--- src/rtl/serial_tx_shifter.sv ---
// serial_tx_shifter
//   Serial transmit stage behind the access controller. A word is captured into
//   a holding register on PARALLEL_LOAD. Tx_DATA sends a frame on TX_OUT:
//   a start bit (0), then DATA_W data bits, then a stop bit (1). Each bit lasts
//   CLK_DIV clocks. Every output comes straight from a flop.
//
//   Optional feature: when the macro TX_PARITY_EN is defined, an even-parity bit
//   (XOR of the data bits) is sent between the data bits and the stop bit.
//
// Parameters
//   DATA_W    : data word width (>= 1)
//   CLK_DIV   : clocks per serial bit (>= 1)
//   MSB_FIRST : 0 sends LSB first, 1 sends MSB first
// Ports
//   CLK           : clock, all state changes on posedge
//   RESET         : synchronous reset, active low
//   DATA_IN       : word to transmit, sampled while PARALLEL_LOAD=1 in idle
//   PARALLEL_LOAD : capture DATA_IN into the holding register (idle only)
//   Tx_DATA       : start a frame (idle only); load+start sends the new DATA_IN
//   TX_OUT        : serial line, idles high
//   Tx_DONE       : 1 = idle / last frame complete, 0 = frame in progress
//   BIT_CNT       : debug, index of the bit on the line (0 = start bit)
module serial_tx_shifter #(
  parameter  int DATA_W    = 8,
  parameter  int CLK_DIV   = 4,
  parameter  int MSB_FIRST = 0,
  localparam int BC_W      = $clog2(DATA_W + 3)
) (
  input  logic              CLK,
  input  logic              RESET,
  input  logic [DATA_W-1:0] DATA_IN,
  input  logic              PARALLEL_LOAD,
  input  logic              Tx_DATA,
  output logic              TX_OUT,
  output logic              Tx_DONE,
  output logic [BC_W-1:0]   BIT_CNT
);

  // A 1-bit counter is kept even for CLK_DIV=1; it then sits at terminal count.
  localparam int CNT_W = (CLK_DIV > 1) ? $clog2(CLK_DIV) : 1;

  typedef enum logic [2:0] {
    S_IDLE,
    S_START,
    S_DATA,
    S_PARITY,
    S_STOP
  } state_t;

  state_t              state_q, state_d;
  logic [CNT_W-1:0]    baud_q, baud_d;
  logic [BC_W-1:0]     bit_q, bit_d;
  logic [DATA_W-1:0]   shift_q, shift_d;
  logic [DATA_W-1:0]   hold_q, hold_d;
  logic                tx_q, tx_d;
  logic                done_q, done_d;
`ifdef TX_PARITY_EN
  logic                par_q, par_d;
`endif

  logic                tc;
  logic                next_bit;
  logic [DATA_W-1:0]   next_shift;
  logic [DATA_W-1:0]   start_word;

  assign TX_OUT  = tx_q;
  assign Tx_DONE = done_q;
  assign BIT_CNT = bit_q;

  always_comb begin
    tc         = (baud_q == CNT_W'(CLK_DIV - 1));
    next_bit   = (MSB_FIRST != 0) ? shift_q[DATA_W-1] : shift_q[0];
    next_shift = (MSB_FIRST != 0) ? (shift_q << 1) : (shift_q >> 1);
    start_word = PARALLEL_LOAD ? DATA_IN : hold_q;

    state_d = state_q;
    baud_d  = baud_q;
    bit_d   = bit_q;
    shift_d = shift_q;
    hold_d  = hold_q;
    tx_d    = tx_q;
    done_d  = done_q;
`ifdef TX_PARITY_EN
    par_d   = par_q;
`endif

    if (state_q == S_IDLE) begin
      tx_d   = 1'b1;
      done_d = 1'b1;
      bit_d  = '0;
      baud_d = '0;
      if (PARALLEL_LOAD) hold_d = DATA_IN;
      if (Tx_DATA) begin
        // Start bit goes on the line at this same edge.
        shift_d = start_word;
`ifdef TX_PARITY_EN
        par_d   = ^start_word;
`endif
        tx_d    = 1'b0;
        done_d  = 1'b0;
        state_d = S_START;
      end
    end else begin
      baud_d = tc ? '0 : baud_q + 1'b1;
      if (tc) begin
        bit_d = bit_q + 1'b1;
        case (state_q)
          S_START: begin
            state_d = S_DATA;
            tx_d    = next_bit;
            shift_d = next_shift;
          end
          S_DATA: begin
            if (bit_q == BC_W'(DATA_W)) begin
`ifdef TX_PARITY_EN
              state_d = S_PARITY;
              tx_d    = par_q;
`else
              state_d = S_STOP;
              tx_d    = 1'b1;
`endif
            end else begin
              tx_d    = next_bit;
              shift_d = next_shift;
            end
          end
          S_PARITY: begin
            state_d = S_STOP;
            tx_d    = 1'b1;
          end
          S_STOP: begin
            state_d = S_IDLE;
            tx_d    = 1'b1;
            done_d  = 1'b1;
            bit_d   = '0;
          end
          default: begin
            state_d = S_IDLE;
            tx_d    = 1'b1;
            done_d  = 1'b1;
            bit_d   = '0;
          end
        endcase
      end
    end
  end

  always_ff @(posedge CLK) begin
    if (!RESET) begin
      state_q <= S_IDLE;
      baud_q  <= '0;
      bit_q   <= '0;
      shift_q <= '0;
      hold_q  <= '0;
      tx_q    <= 1'b1;
      done_q  <= 1'b1;
`ifdef TX_PARITY_EN
      par_q   <= 1'b0;
`endif
    end else begin
      state_q <= state_d;
      baud_q  <= baud_d;
      bit_q   <= bit_d;
      shift_q <= shift_d;
      hold_q  <= hold_d;
      tx_q    <= tx_d;
      done_q  <= done_d;
`ifdef TX_PARITY_EN
      par_q   <= par_d;
`endif
    end
  end

endmodule

--- config.mk ---
export PLATFORM = sky130hd
export DESIGN_NAME = serial_tx_shifter
export DESIGN_NICKNAME = d
export VERILOG_FILES = /design/src/rtl/serial_tx_shifter.sv
export SDC_FILE = /design/constraint.sdc
export NUM_CORES = 1
export LEC_CHECK = 0
export CAP_MARGIN = 20
export CORE_MARGIN = 2
export CORE_UTILIZATION = 55
export CTS_CLUSTER_SIZE = 10
export DETAILED_ROUTE_END_ITERATION = 7
export GPL_TIMING_DRIVEN = 1
export PLACE_DENSITY = 0.8
export SETUP_SLACK_MARGIN = 0.3
export SLEW_MARGIN = 20
export SYNTH_ARGS = -nofsm -noshare
export SYNTH_HDL_FRONTEND = slang
export SYNTH_SLANG_ARGS = --single-unit
--- constraint.sdc ---
create_clock -name CLK -period 3.8 [get_ports CLK]
set_input_delay 0.76 -clock CLK [delete_from_list [all_inputs] [get_ports CLK]]
set_output_delay 0.76 -clock CLK [all_outputs]
set_load 0.01 [all_outputs]
; After elaboration in Yosys (flattened, before gate mapping)
; Index checks and enable logic that the tools add are counted.
[totals]
output_inout_bits = 6
regBits = 27
input_bits = 12
[classes]
bitwise = 1
add_sub_neg = 2
eq_ne = 9
n_reduce_logical = 9
mux = 20
[op_table]
columns = operator, n
row1 = $mux 8, 5
row2 = $pmux 8 s2, 1
row3 = $mux 3, 4
row4 = $pmux 3 s3, 1
row5 = $mux 1, 7
row6 = $eq 3x2->1 const B, 2
row7 = $ne 3x3->1 const B, 2
row8 = $reduce_or 3->1, 2
row9 = $add 4x1->4 const B, 1
row10 = $eq 4x4->1 const B, 1
row11 = $mux 4, 1
row12 = $reduce_and 4->1, 1
row13 = $eq 3x1->1 const B, 1
row14 = $logic_not 3->1, 1
row15 = $reduce_and 3->1, 1
row16 = $reduce_bool 3->1, 1
row17 = $add 2x1->2 const B, 1
row18 = $eq 2x2->1 const B, 1
row19 = $ne 2x1->1 const B, 1
row20 = $ne 2x2->1 const B, 1
row21 = $pmux 1 s2, 1
row22 = $reduce_and 2->1, 1
row23 = $reduce_bool 2->1, 1
row24 = $reduce_or 2->1, 1
row25 = $not 1->1, 1

; Logic depth before layout (Yosys ltp)
[logic_depth]
word_depth = 5
depth_mapped = 6

; Least setup slack after synthesis
; Ideal clock, no wire load.
[synth_path]
path_type = input-to-reg
start = input PARALLEL_LOAD
end = register shift_q[7]
arrival_ps = 1438
path_slack_ps = 2246
cell_stages = 4
setup_time_ps = 116
cell_sequence = buf_2 -> mux2_2 -> nand3_1 -> a21boi_1
[synth_between]
elab_chain_len = 3
[synth_lines]
columns = element, line_no
row1 = "start, declared", 32  ; input logic PARALLEL_LOAD,
row2 = $mux 8, --
row3 = $mux 8, 93  ; if (Tx_DATA) begin
row4 = $mux 8, 87  ; if (state_q == S_IDLE) begin
row5 = "end signal, assigned", 164  ; shift_q <= shift_d;
row6 = "end, declared", 53  ; logic [DATA_W-1:0] shift_q, shift_d;
; Every way passes these cells. The select of a mux whose other input is x is not followed.
; A chain may end at the register's enable or synchronous reset.

; Final worst setup path
[layout_path]
start = register bit_q[0], in the netlist BIT_CNT[0]
end = output BIT_CNT[0]
[layout_lines]
columns = element, line_no
row1 = "start, declared", 52  ; logic [BC_W-1:0] bit_q, bit_d;
row2 = "start signal, assigned", 163  ; bit_q <= bit_d;
row3 = "end, declared", 36  ; output logic [BC_W-1:0] BIT_CNT
; No word-level cell between the ends.

==> key figures <==
Placed design
  – Port buffer count: 17
  – GPL Wtd Cong: between 0.6 and 0.7
  – Setup Slack @ Placement: about 1500 ps
  – Post-DP HPWL: roughly 1.6 mm

Die
  – Ports: 18
  – Die ar.: about 2900 um^2
  – Core footprint: 2255 um^2
  – Die height: 53.45 um
  – Die width: 53.45 um
  – Initial core utilization: between 50% and 60%
  – Row count: 17

CTS
  – Htree depth: 1
  – CTS Buf Count: 3
  – Postcts setup bufs: 0
  – CTS Hold Bufs: 0
  – Clk_lat worst skew: approximately 330 ps
  – Clock transition at path regs: about 140 ps
  – Clk sinks: 27
  – CTS tree: done
  – Post-cts gate resize count: 0
  – Longest Clk Path Bufs: 2
  – Clock root cell: clkbuf_4

Drt
  – Routed vias/inst: approximately 5.7
  – Drt total wl: around 2.3 mm
  – Met3 wire length: approximately 87 um
  – Post-DRT Antenna Nets: 0
  – Drt drc: 0
  – DR vias: approximately 1000
  – Wire per inst: ~13 um
  – Top sig layer: met4
  – Met1 WL: around 1.1 mm
  – Initial drt markers: 20
  – Routed met2 length: around 1.2 mm
  – TritonRoute pass-1 iters: 4

Synthesis
  – Main flop type after synthesis: dfxtp_1
  – Syn_area_per_cell: 9.747 um^2
  – Syn Nets: ~150
  – Synthesis-stage register bit count: 27
  – EDFF count, synth: 0
  – Synth top area cells: dfxtp_1 40%, nand2_1 6.1%, mux2i_1 6.0%
  – Synth top area share: ~40%
  – Synthesized instance count: between 100 and 150
  – Library cells used by synthesis: 37
  – Sequential share of the synthesized area: about two fifths
  – Total number of yosys warnings: 0
  – Asr flop ratio synth: 0%
  – Mapped Area: between 1000 and 1500 um^2
  – Cell accounting for the most synthesized area: dfxtp_1

Setup path
  – R2R depth: 4
  – Crit path largest cell delay: between 500 and 600 ps
  – Crit path max fanout: 5
  – Critical path depth: 1
  – Flop2flop setup slack: approximately 2000 ps
  – Crit Reg-Reg Startpoint: state_q[2]
  – Worst Path Required: a little over 3000 ps
  – Crit Path Category: reg2out
  – Worst setup SP type: register
  – Crit path launch: BIT_CNT[0]
  – Largest delay share family, worst path: buffers and inverters
  – Buf+Inv Stages, Crit Path: 1
  – Worst setup EP type: primary output
  – Slowest CP cell: clkdlybuf4s50_1
  – CP Cell Sequence: clkdlybuf4s50_1
  – Arr. time, crit path: approximately 1300 ps

Run status
  – Outcome: finished, final reports clean

Layout
  – Multi-input gate area: between 700 and 800 um^2
  – Most frequent cells in the layout: 27 x dfxtp_1, 22 x nand2_1, 17 x clkdlybuf4s50_1
  – Reg area: ~540 um^2
  – Layout Nets: 166
  – Ant. Diodes: 0
  – FILL cells: 200
  – Layout cells sized above 1: 7.333%
  – Leading cell type in the layout, fill and taps excluded: dfxtp_1
  – Area growth syn-to-layout: 12.28%

GRT
  – Vias in the first global route: about 900
  – Congestion Overflow GR: 0
  – First-pass GRT wire length: about 3.9 mm
  – GR Util All Layers: 18.89%
  – Largest net degree at the start of global routing: 29
  – Initial antenna violation count: 0

Timing
  – Tightest Pin Transition: ~910 ps
  – Final WS setup: about 1700 ps
  – Period minus WS final: around 2100 ps
  – Final count of negative-setup-slack endpoints: 0
  – Slew Viols, Final: 0
  – Final TNS setup: 0 ps
  – Clock Skew: 12.73 ps
  – RSZ-0062 raised after global routing: false
  – Final Hold Vio Count: 0
  – Slew margin rel.: between 30 and 40%
  – Final period utilization: a little over half
  – Peak Freq: 479.3 MHz
  – Hold slack: around 430 ps

Hold path
  – Min-Delay Startpoint: baud_q[0]
  – Worst Hold Class: reg2reg
  – Worst Hold Depth: 1

Power and ir drop
  – Seq pwr share: 60.2%
  – Clock share of power: between 20% and 30%
  – Leakage: slightly above 0.6 nW
  – P_int: between 300 and 400 uW
  – Switching share of power: between 20% and 30%
  – Combinational Power Share: between 10% and 20%
  – Maximum vdd drop: 271.9 uV
  – Power Density: 346.2 nW/um^2
  – Switching pwr: around 130 uW

Flow run
  – Max Cap Viol: 0
## final cells by class
cell class | instances | area share (%)
clock buffers | 4 | 1.740
inverters | 2 | 0.4971
multi-input cells | 100 | 48.38
flip-flops and latches | 27 | 35.79
well taps | 28 | 2.320
repair buffers | 17 | 11.27
## Yosys cell counts, types with 3 or more instances
cell type and count:
a21boi_1 8, a21oi_1 6, buf_6 3, dfxtp_1 27
ha_1 3, mux2i_1 8, nand2_1 22, nand3_1 3
nor2_1 4, nor2b_1 4, o211a_1 5, o211ai_1 8
o21ai_0 4
## metal layers
| layer | track usage (%) | up-vias |
|---|---|---|
| li1 | - | 519 |
| met1 | 21.82 | 475 |
| met2 | 33.74 | 14 |
| met3 | 5.085 | 3 |
| met4 | 5.128 | 0 |
| met5 | 0 | - |
## metrics by stage
step / utilization, % / power (mW) / std cells / cell area (um^2)
after CTS: 66.98 / 0.5318 / 178 / 1510
after global routing: 66.98 / 0.5516 / 178 / 1510
after floorplan: - / 0.3838 / 138 / 1345
final: 66.98 / 0.5228 / 178 / 1510
after global placement: 65.82 / 0.4046 / 174 / 1484
after detailed placement: 65.82 / 0.4087 / 174 / 1484
## registers in the layout, summed over array words and instances (netlist names)
signal and cells:
BIT_CNT 4, TX_OUT 1, Tx_DONE 1, baud_q 2, hold_q 8, shift_q 8, state_q 3
## path summary, 6_finish.rpt
check | to
max | BIT_CNT[0]
max reg2reg | BIT_CNT[0]
min | baud_q[0]
min reg2reg | baud_q[0]
## worst register-to-register path, cell delays in order, from the launching register on
cell     delay (ps)
dfxtp_1         460
nor3_4          810
nor2_1          190
a21oi_1         190
nor2b_1          60
## power by group through the flow
stage	combinational, mW	sequential (mW)	clock [mW]
global route	0.0979	0.317	0.137
floorplan	0.0670	0.317	0
detailed placement	0.0879	0.321	0
finish	0.0869	0.315	0.121
global placement	0.0847	0.320	0
CTS	0.0881	0.315	0.129
## kinds of logic (layout without fill, tap and decap cells)
kind of cell / after synthesis / count (layout) / synth area share [%]
AOI/OAI and AO/OA: 40 / 40 / 23.54
buffers and inverters: 11 / 23 / 5.488
adders and majority gates: 3 / 3 / 2.791
muxes: 9 / 9 / 6.791
and+or+nand+nor: 46 / 46 / 19.91
DFF: 27 / 27 / 40.19
xor gates and xnor gates: 2 / 2 / 1.303
No activity file was read; power rests on OpenSTA's default activity.
